<file path="src/rtl/wb_crossbar_arbiter.sv">
// Wishbone crossbar decode and per-slave round-robin arbitration with decode-error responses.
// Optional per-slave watchdog is enabled by defining WB_XBAR_TIMEOUT_EN.
module wb_crossbar_arbiter #(
    parameter int unsigned              NM         = 2,
    parameter int unsigned              NS         = 2,
    parameter int unsigned              AW         = 32,
    parameter logic [NS-1:0][AW-1:0]    ADDR_MAP   = '0,
    parameter logic [NS-1:0][AW-1:0]    MASK_MAP   = '0,
    parameter logic [NM-1:0][NS-1:0]    WHITE_LIST = '0,
    parameter int unsigned              TO_CYCLES  = 255
) (
    input  logic                i_clk,
    input  logic                i_rst_n,
    input  logic [NM-1:0]       i_cyc,
    input  logic [NM-1:0]       i_stb,
    input  logic [NM*AW-1:0]    i_addr,
    input  logic [NS-1:0]       i_ack,
    input  logic [NS-1:0]       i_err,
    output logic [NM*NS-1:0]    o_grant,
    output logic [NS-1:0]       o_busy,
    output logic [NM-1:0]       o_derr,
    output logic [NM-1:0]       o_terr
);

    localparam int unsigned MW = (NM > 1) ? $clog2(NM) : 1;
    localparam int unsigned CW = $clog2(TO_CYCLES + 1);

    typedef enum logic {S_IDLE, S_OWNED} slv_state_e;
    typedef enum logic [1:0] {D_IDLE, D_ERR, D_HOLD} derr_state_e;

    // Overlaps only matter between slaves that one master is allowed to reach.
    function automatic logic map_overlap();
        for (int i = 0; i < int'(NS); i++) begin
            for (int j = i + 1; j < int'(NS); j++) begin
                for (int m = 0; m < int'(NM); m++) begin
                    if (WHITE_LIST[m][i] && WHITE_LIST[m][j] &&
                        (((ADDR_MAP[i] ^ ADDR_MAP[j]) & MASK_MAP[i] & MASK_MAP[j]) == '0))
                        return 1'b1;
                end
            end
        end
        return 1'b0;
    endfunction

    if (NM < 1 || NS < 1) begin : g_bad_size
        $error("wb_crossbar_arbiter: NM and NS must be >= 1");
    end
    if (map_overlap()) begin : g_bad_map
        $error("wb_crossbar_arbiter: overlapping slave address ranges");
    end

    slv_state_e             st_q   [NS];
    slv_state_e             st_d   [NS];
    derr_state_e            ds_q   [NM];
    derr_state_e            ds_d   [NM];
    logic [NS-1:0][MW-1:0]  own_q, own_d, ptr_q, ptr_d;
    logic [NM*NS-1:0]       grant_q, grant_d;
    logic [NS-1:0]          busy_q, busy_d;
    logic [NM-1:0]          derr_q, derr_d, terr_q, terr_d, blk_q, blk_d;
    logic [NM-1:0][NS-1:0]  hit, req;
    logic [NM-1:0]          owns;
    logic [NS-1:0]          to_fire;

    // Address decode; masters that own a slave or sit out a watchdog kill do not request.
    always_comb begin
        hit  = '0;
        req  = '0;
        owns = '0;
        for (int m = 0; m < int'(NM); m++) begin
            owns[m] = |grant_q[m*NS +: NS];
            for (int s = 0; s < int'(NS); s++) begin
                hit[m][s] = ((i_addr[m*AW +: AW] & MASK_MAP[s]) == ADDR_MAP[s]);
                req[m][s] = i_cyc[m] & i_stb[m] & hit[m][s] & WHITE_LIST[m][s]
                          & ~owns[m] & ~blk_q[m];
            end
        end
    end

    // Per-slave ownership FSM with round-robin pick after the last winner.
    always_comb begin
        int   o;
        int   idx;
        int   pick;
        logic found;
        logic rel;
        logic arb;
        st_d    = st_q;
        own_d   = own_q;
        ptr_d   = ptr_q;
        grant_d = grant_q;
        busy_d  = '0;
        terr_d  = '0;
        blk_d   = '0;
        o       = 0;
        idx     = 0;
        pick    = 0;
        found   = 1'b0;
        rel     = 1'b0;
        arb     = 1'b0;
        for (int s = 0; s < int'(NS); s++) begin
            o   = int'(own_q[s]);
            rel = 1'b0;
            arb = 1'b0;
            case (st_q[s])
                S_IDLE: arb = 1'b1;
                S_OWNED: begin
                    if (!i_cyc[o]) begin
                        rel = 1'b1;
                        arb = 1'b1;
                    end else if (to_fire[s]) begin
                        rel       = 1'b1;
                        terr_d[o] = 1'b1;
                    end
                end
                default: arb = 1'b1;
            endcase
            if (rel) begin
                grant_d[o*NS + s] = 1'b0;
                st_d[s]           = S_IDLE;
            end
            if (arb) begin
                found = 1'b0;
                pick  = 0;
                for (int i = 1; i <= int'(NM); i++) begin
                    idx = (int'(ptr_q[s]) + i) % int'(NM);
                    if (!found && req[idx][s]) begin
                        found = 1'b1;
                        pick  = idx;
                    end
                end
                if (found) begin
                    st_d[s]              = S_OWNED;
                    own_d[s]             = MW'(pick);
                    ptr_d[s]             = MW'(pick);
                    grant_d[pick*NS + s] = 1'b1;
                end
            end
            busy_d[s] = (st_d[s] == S_OWNED);
        end
        for (int m = 0; m < int'(NM); m++) begin
            blk_d[m] = terr_d[m] | (blk_q[m] & i_cyc[m]);
        end
    end

    // Decode-error responder: one pulse, then at least one quiet cycle.
    always_comb begin
        ds_d   = ds_q;
        derr_d = '0;
        for (int m = 0; m < int'(NM); m++) begin
            case (ds_q[m])
                D_IDLE: begin
                    if (i_cyc[m] && i_stb[m] && !owns[m] && ((hit[m] & WHITE_LIST[m]) == '0)) begin
                        ds_d[m]   = D_ERR;
                        derr_d[m] = 1'b1;
                    end
                end
                D_ERR:   ds_d[m] = D_HOLD;
                D_HOLD:  ds_d[m] = D_IDLE;
                default: ds_d[m] = D_IDLE;
            endcase
        end
    end

`ifdef WB_XBAR_TIMEOUT_EN
    logic [NS-1:0][CW-1:0] cnt_q, cnt_d;

    // Watchdog counts stalled owned cycles; ack, err or release clears it.
    always_comb begin
        int o;
        o       = 0;
        cnt_d   = '0;
        to_fire = '0;
        for (int s = 0; s < int'(NS); s++) begin
            o = int'(own_q[s]);
            if (st_q[s] == S_OWNED && i_cyc[o] && i_stb[o] && !i_ack[s] && !i_err[s]) begin
                if (cnt_q[s] == CW'(TO_CYCLES - 1)) to_fire[s] = 1'b1;
                else cnt_d[s] = cnt_q[s] + CW'(1);
            end
        end
    end

    always_ff @(posedge i_clk or negedge i_rst_n) begin
        if (!i_rst_n) cnt_q <= '0;
        else          cnt_q <= cnt_d;
    end
`else
    logic unused_sink;
    assign unused_sink = ^{i_ack, i_err, CW'(TO_CYCLES)};
    assign to_fire     = '0;
`endif

    always_ff @(posedge i_clk or negedge i_rst_n) begin
        if (!i_rst_n) begin
            for (int s = 0; s < int'(NS); s++) begin
                st_q[s]  <= S_IDLE;
                ptr_q[s] <= MW'(NM - 1);
            end
            for (int m = 0; m < int'(NM); m++) ds_q[m] <= D_IDLE;
            own_q   <= '0;
            grant_q <= '0;
            busy_q  <= '0;
            derr_q  <= '0;
            terr_q  <= '0;
            blk_q   <= '0;
        end else begin
            st_q    <= st_d;
            ds_q    <= ds_d;
            ptr_q   <= ptr_d;
            own_q   <= own_d;
            grant_q <= grant_d;
            busy_q  <= busy_d;
            derr_q  <= derr_d;
            terr_q  <= terr_d;
            blk_q   <= blk_d;
        end
    end

    assign o_grant = grant_q;
    assign o_busy  = busy_q;
    assign o_derr  = derr_q;
    assign o_terr  = terr_q;

endmodule

</file>
<file path="config.mk">
export PLATFORM = sky130hd
export DESIGN_NAME = wb_crossbar_arbiter
export DESIGN_NICKNAME = d
export VERILOG_FILES = /design/src/rtl/wb_crossbar_arbiter.sv
export SDC_FILE = /design/constraint.sdc
export NUM_CORES = 1
export LEC_CHECK = 0
export CORE_MARGIN = 1.5
export CORE_UTILIZATION = 13
export DETAILED_ROUTE_END_ITERATION = 8
export HOLD_SLACK_MARGIN = 0.05
export PLACE_DENSITY_LB_ADDON = 0.2
export SLEW_MARGIN = 10
export SYNTH_ARGS = -nofsm -noshare
export SYNTH_HDL_FRONTEND = slang
export SYNTH_SLANG_ARGS = --single-unit
</file>
<file path="constraint.sdc">
create_clock -name i_clk -period 0.96 [get_ports i_clk]
set_clock_uncertainty 0.2 [all_clocks]
set_input_delay 0.192 -clock i_clk [delete_from_list [all_inputs] [get_ports i_clk]]
set_output_delay 0.192 -clock i_clk [all_outputs]
set_load 0.005 [all_outputs]
</file>
==> impl_metrics.yaml <==
status:
  status: "complete, but fails checks"
  violations: "hold timing, setup timing"
setup_path:
  cp_max_fo: 1
  max_stage_delay_ns: 0.35
  cp-start-kind: "flop"
  worstPathArrival_ns: 0.71
  cp-end-kind: "primary output"
  worst-path-buf-inv: 1
  criticalPathCategory: "reg -> out"
  crit_required_ns: 0.57
  crit_chain: "buf_2"
  crit_slowest_cell: "dfrtp_1"
  critPathTopFamily: "flip-flops"
floorplan:
  die_area_sq_um: 2440
  core_sq_um: 2000
  rows: 16
  chipHeight_um: 49.4
  io_pins: 84
  start_util_pct: 14.0
  fp.dieW_um: 49.4
cts:
  clk_latency_ns: 0.24
  numCtsBuffers: 3
  root_buffer: "clkbuf_4"
  cts_tree: "built"
  htree_levels: 1
  clock_path_buffers: 2
  clkSlewWorstSetupHoldPaths_ns: 0.04
  clock-sinks: 6
  postCtsSetupBuffers: 0
route:
  vias_per_cell: 2.91
  vias: 166
  ant_nets: 0
  drc: 0
  firstDrtPassIters: 1
  avgRoutedWirePerCell_um: 7.72
  drt-total-wl_um: 440
  drtIter0Drc: 0
power_and_ir_drop:
  p_per_area_nw_per_um2: 1560
  ir_drop_uv: 302
  report.power.total_mw: 0.565
  power.leakage_nw: 0.174
yosys:
  ys_ff_latch: 6
  synth-main-ff-cell: "dfrtp_1"
  netlist.area_leader.share_pct: 53.6
  syn_inst: 21
  yosys_warnings: 0
  synthTopCellsByCount: "buf_4, dfrtp_1, and4bb_2"
  ys_types: 6
  synth_top_cells_by_area: "dfrtp_1, buf_4, and4bb_2"
  syn_avg_cell_area_sq_um: 13.3
  synth-edff-count: 0
  synth_area_sq_um: 280
  async_reset_ff_share_pct: 100
  yosys.cell_count.top_type: "buf_4"
  seq_area_frac_synth_pct: 53.6
  synth_top_area_cell: "dfrtp_1"
final_layout:
  fin_util_pct: 18.1
  area.sequential_sq_um: 150
  drive_gt1_share_pct: 33.3
  multi_input_area_sq_um: 96.3
  areaGrowthSynthToFinish_pct: 29.5
  nets: 106
  fill_cells: 227
  layout.cells.non_filler: 57
  antenna_cells: 0
timing:
  fin_ws_ns: -0.146
  fmax_ghz: 0.904
  finalCriticalPeriod_ns: 1.11
  timing.hold.ws_ns: -0.0110
  period_share_pct: 115
  hold_viol: 6
  drv_slew: 0
  setup_viol: 2
  rsz0062_at_grt: "yes"
hold_path:
  min_path_type: "in -> async"
global_route:
  antenna_found_initial: 0
  grt_pass1_vias: 172
  grt_first_pass_wirelength_um: 745
  grtUsageTotal_pct: 5.07
  grt_max_degree: 7
  grt_overflow: 0
placement:
  pre_cts_slack_ns: -0.239
  numPortBuffers: 7
  dp.cells: 54
  gp_congestion: 0.658
run:
  cap_violations: 0
-- stage by stage --
stage / cell area, sq um / hold WS [ns] / setup TNS (ns)
2_1_floorplan: 307 / -0.304 / 0
3_3_place_gp: 350 / 0.246 / -1.20
3_5_place_dp: 350 / 0.255 / -1.29
4_1_cts: 363 / -0.00808 / -0.311
5_1_grt: 363 / 0.0196 / -0.368
6_report: 363 / -0.0110 / -0.282
-- per-layer routing --
layer	up-vias	track usage, %	part of all wire (%)
met4	0	11.1	8.2
met2	16	6.08	44
met1	72	4.14	36
met3	4	1.84	12
met5	-	0	0
li1	74	-	-
-- registers in the layout, summed over array words and instances (netlist names) --
register and flops:
ds_q 4, o_derr 2
-- final cells by class --
cell class | instances | share of cell area [%]
flip-flops and latches | 6 | 41.4
multi-input cells | 14 | 26.6
repair buffers | 7 | 16.6
well taps | 27 | 9.31
clock buffers | 3 | 6.21
-- report_power, final --
part           leakage (nW)  switching, mW  total, mW  internal [mW]
logic                0.0809         0.0218     0.0590         0.0372
registers            0.0796        0.00769      0.277          0.270
clock network        0.0138         0.0872      0.228          0.141
total                 0.174          0.117      0.565          0.448
-- path summary, 6_finish.rpt --
| kind | from | end | slack (ns) | cells after the start |
|---|---|---|---|---|
| worst max-delay path | o_derr[0] | o_derr[0] | -0.15 | 1 |
| worst min-delay path | i_rst_n | o_derr[0] | -0.01 | 1 |
| worst max register to register | ds_q[2] | ds_q[2] | 0.02 | 1 |
| worst min register to register | ds_q[0] | ds_q[1] | 0.31 | 1 |
| max in group asynchronous | i_rst_n | ds_q[1] | 0.36 | 1 |
| min in group i_clk | ds_q[0] | ds_q[1] | 0.31 | 1 |
-- cell families (layout without fill, tap and decap cells) --
kind of cell / after synthesis / count (layout) / share of synthesized area [%]
buffers and inverters: 8 / 10 / 21.4
DFF: 6 / 6 / 53.6
other: 1 / 8 / 1.34
and+or+nand+nor: 6 / 6 / 23.7
-- what timing repair did --
item	4_1_cts	5_1_grt
pin swaps	0	1
resized for setup	8	0
setup endpoints to repair	2	4
hold endpoints to repair	6	6
cloned	0	0
-- placed cells by master, fill, tap and decap left out --
cell type        Yosys  final
clkbuf_4             0      3
and2b_2              1      1
clkdlybuf4s50_1      0      5
and4bb_2             4      4
dfrtp_1              6      6
buf_2                0      2
and2b_1              1      1
conb_1               1      8
Note: power is estimated with default switching activity, not from simulation.
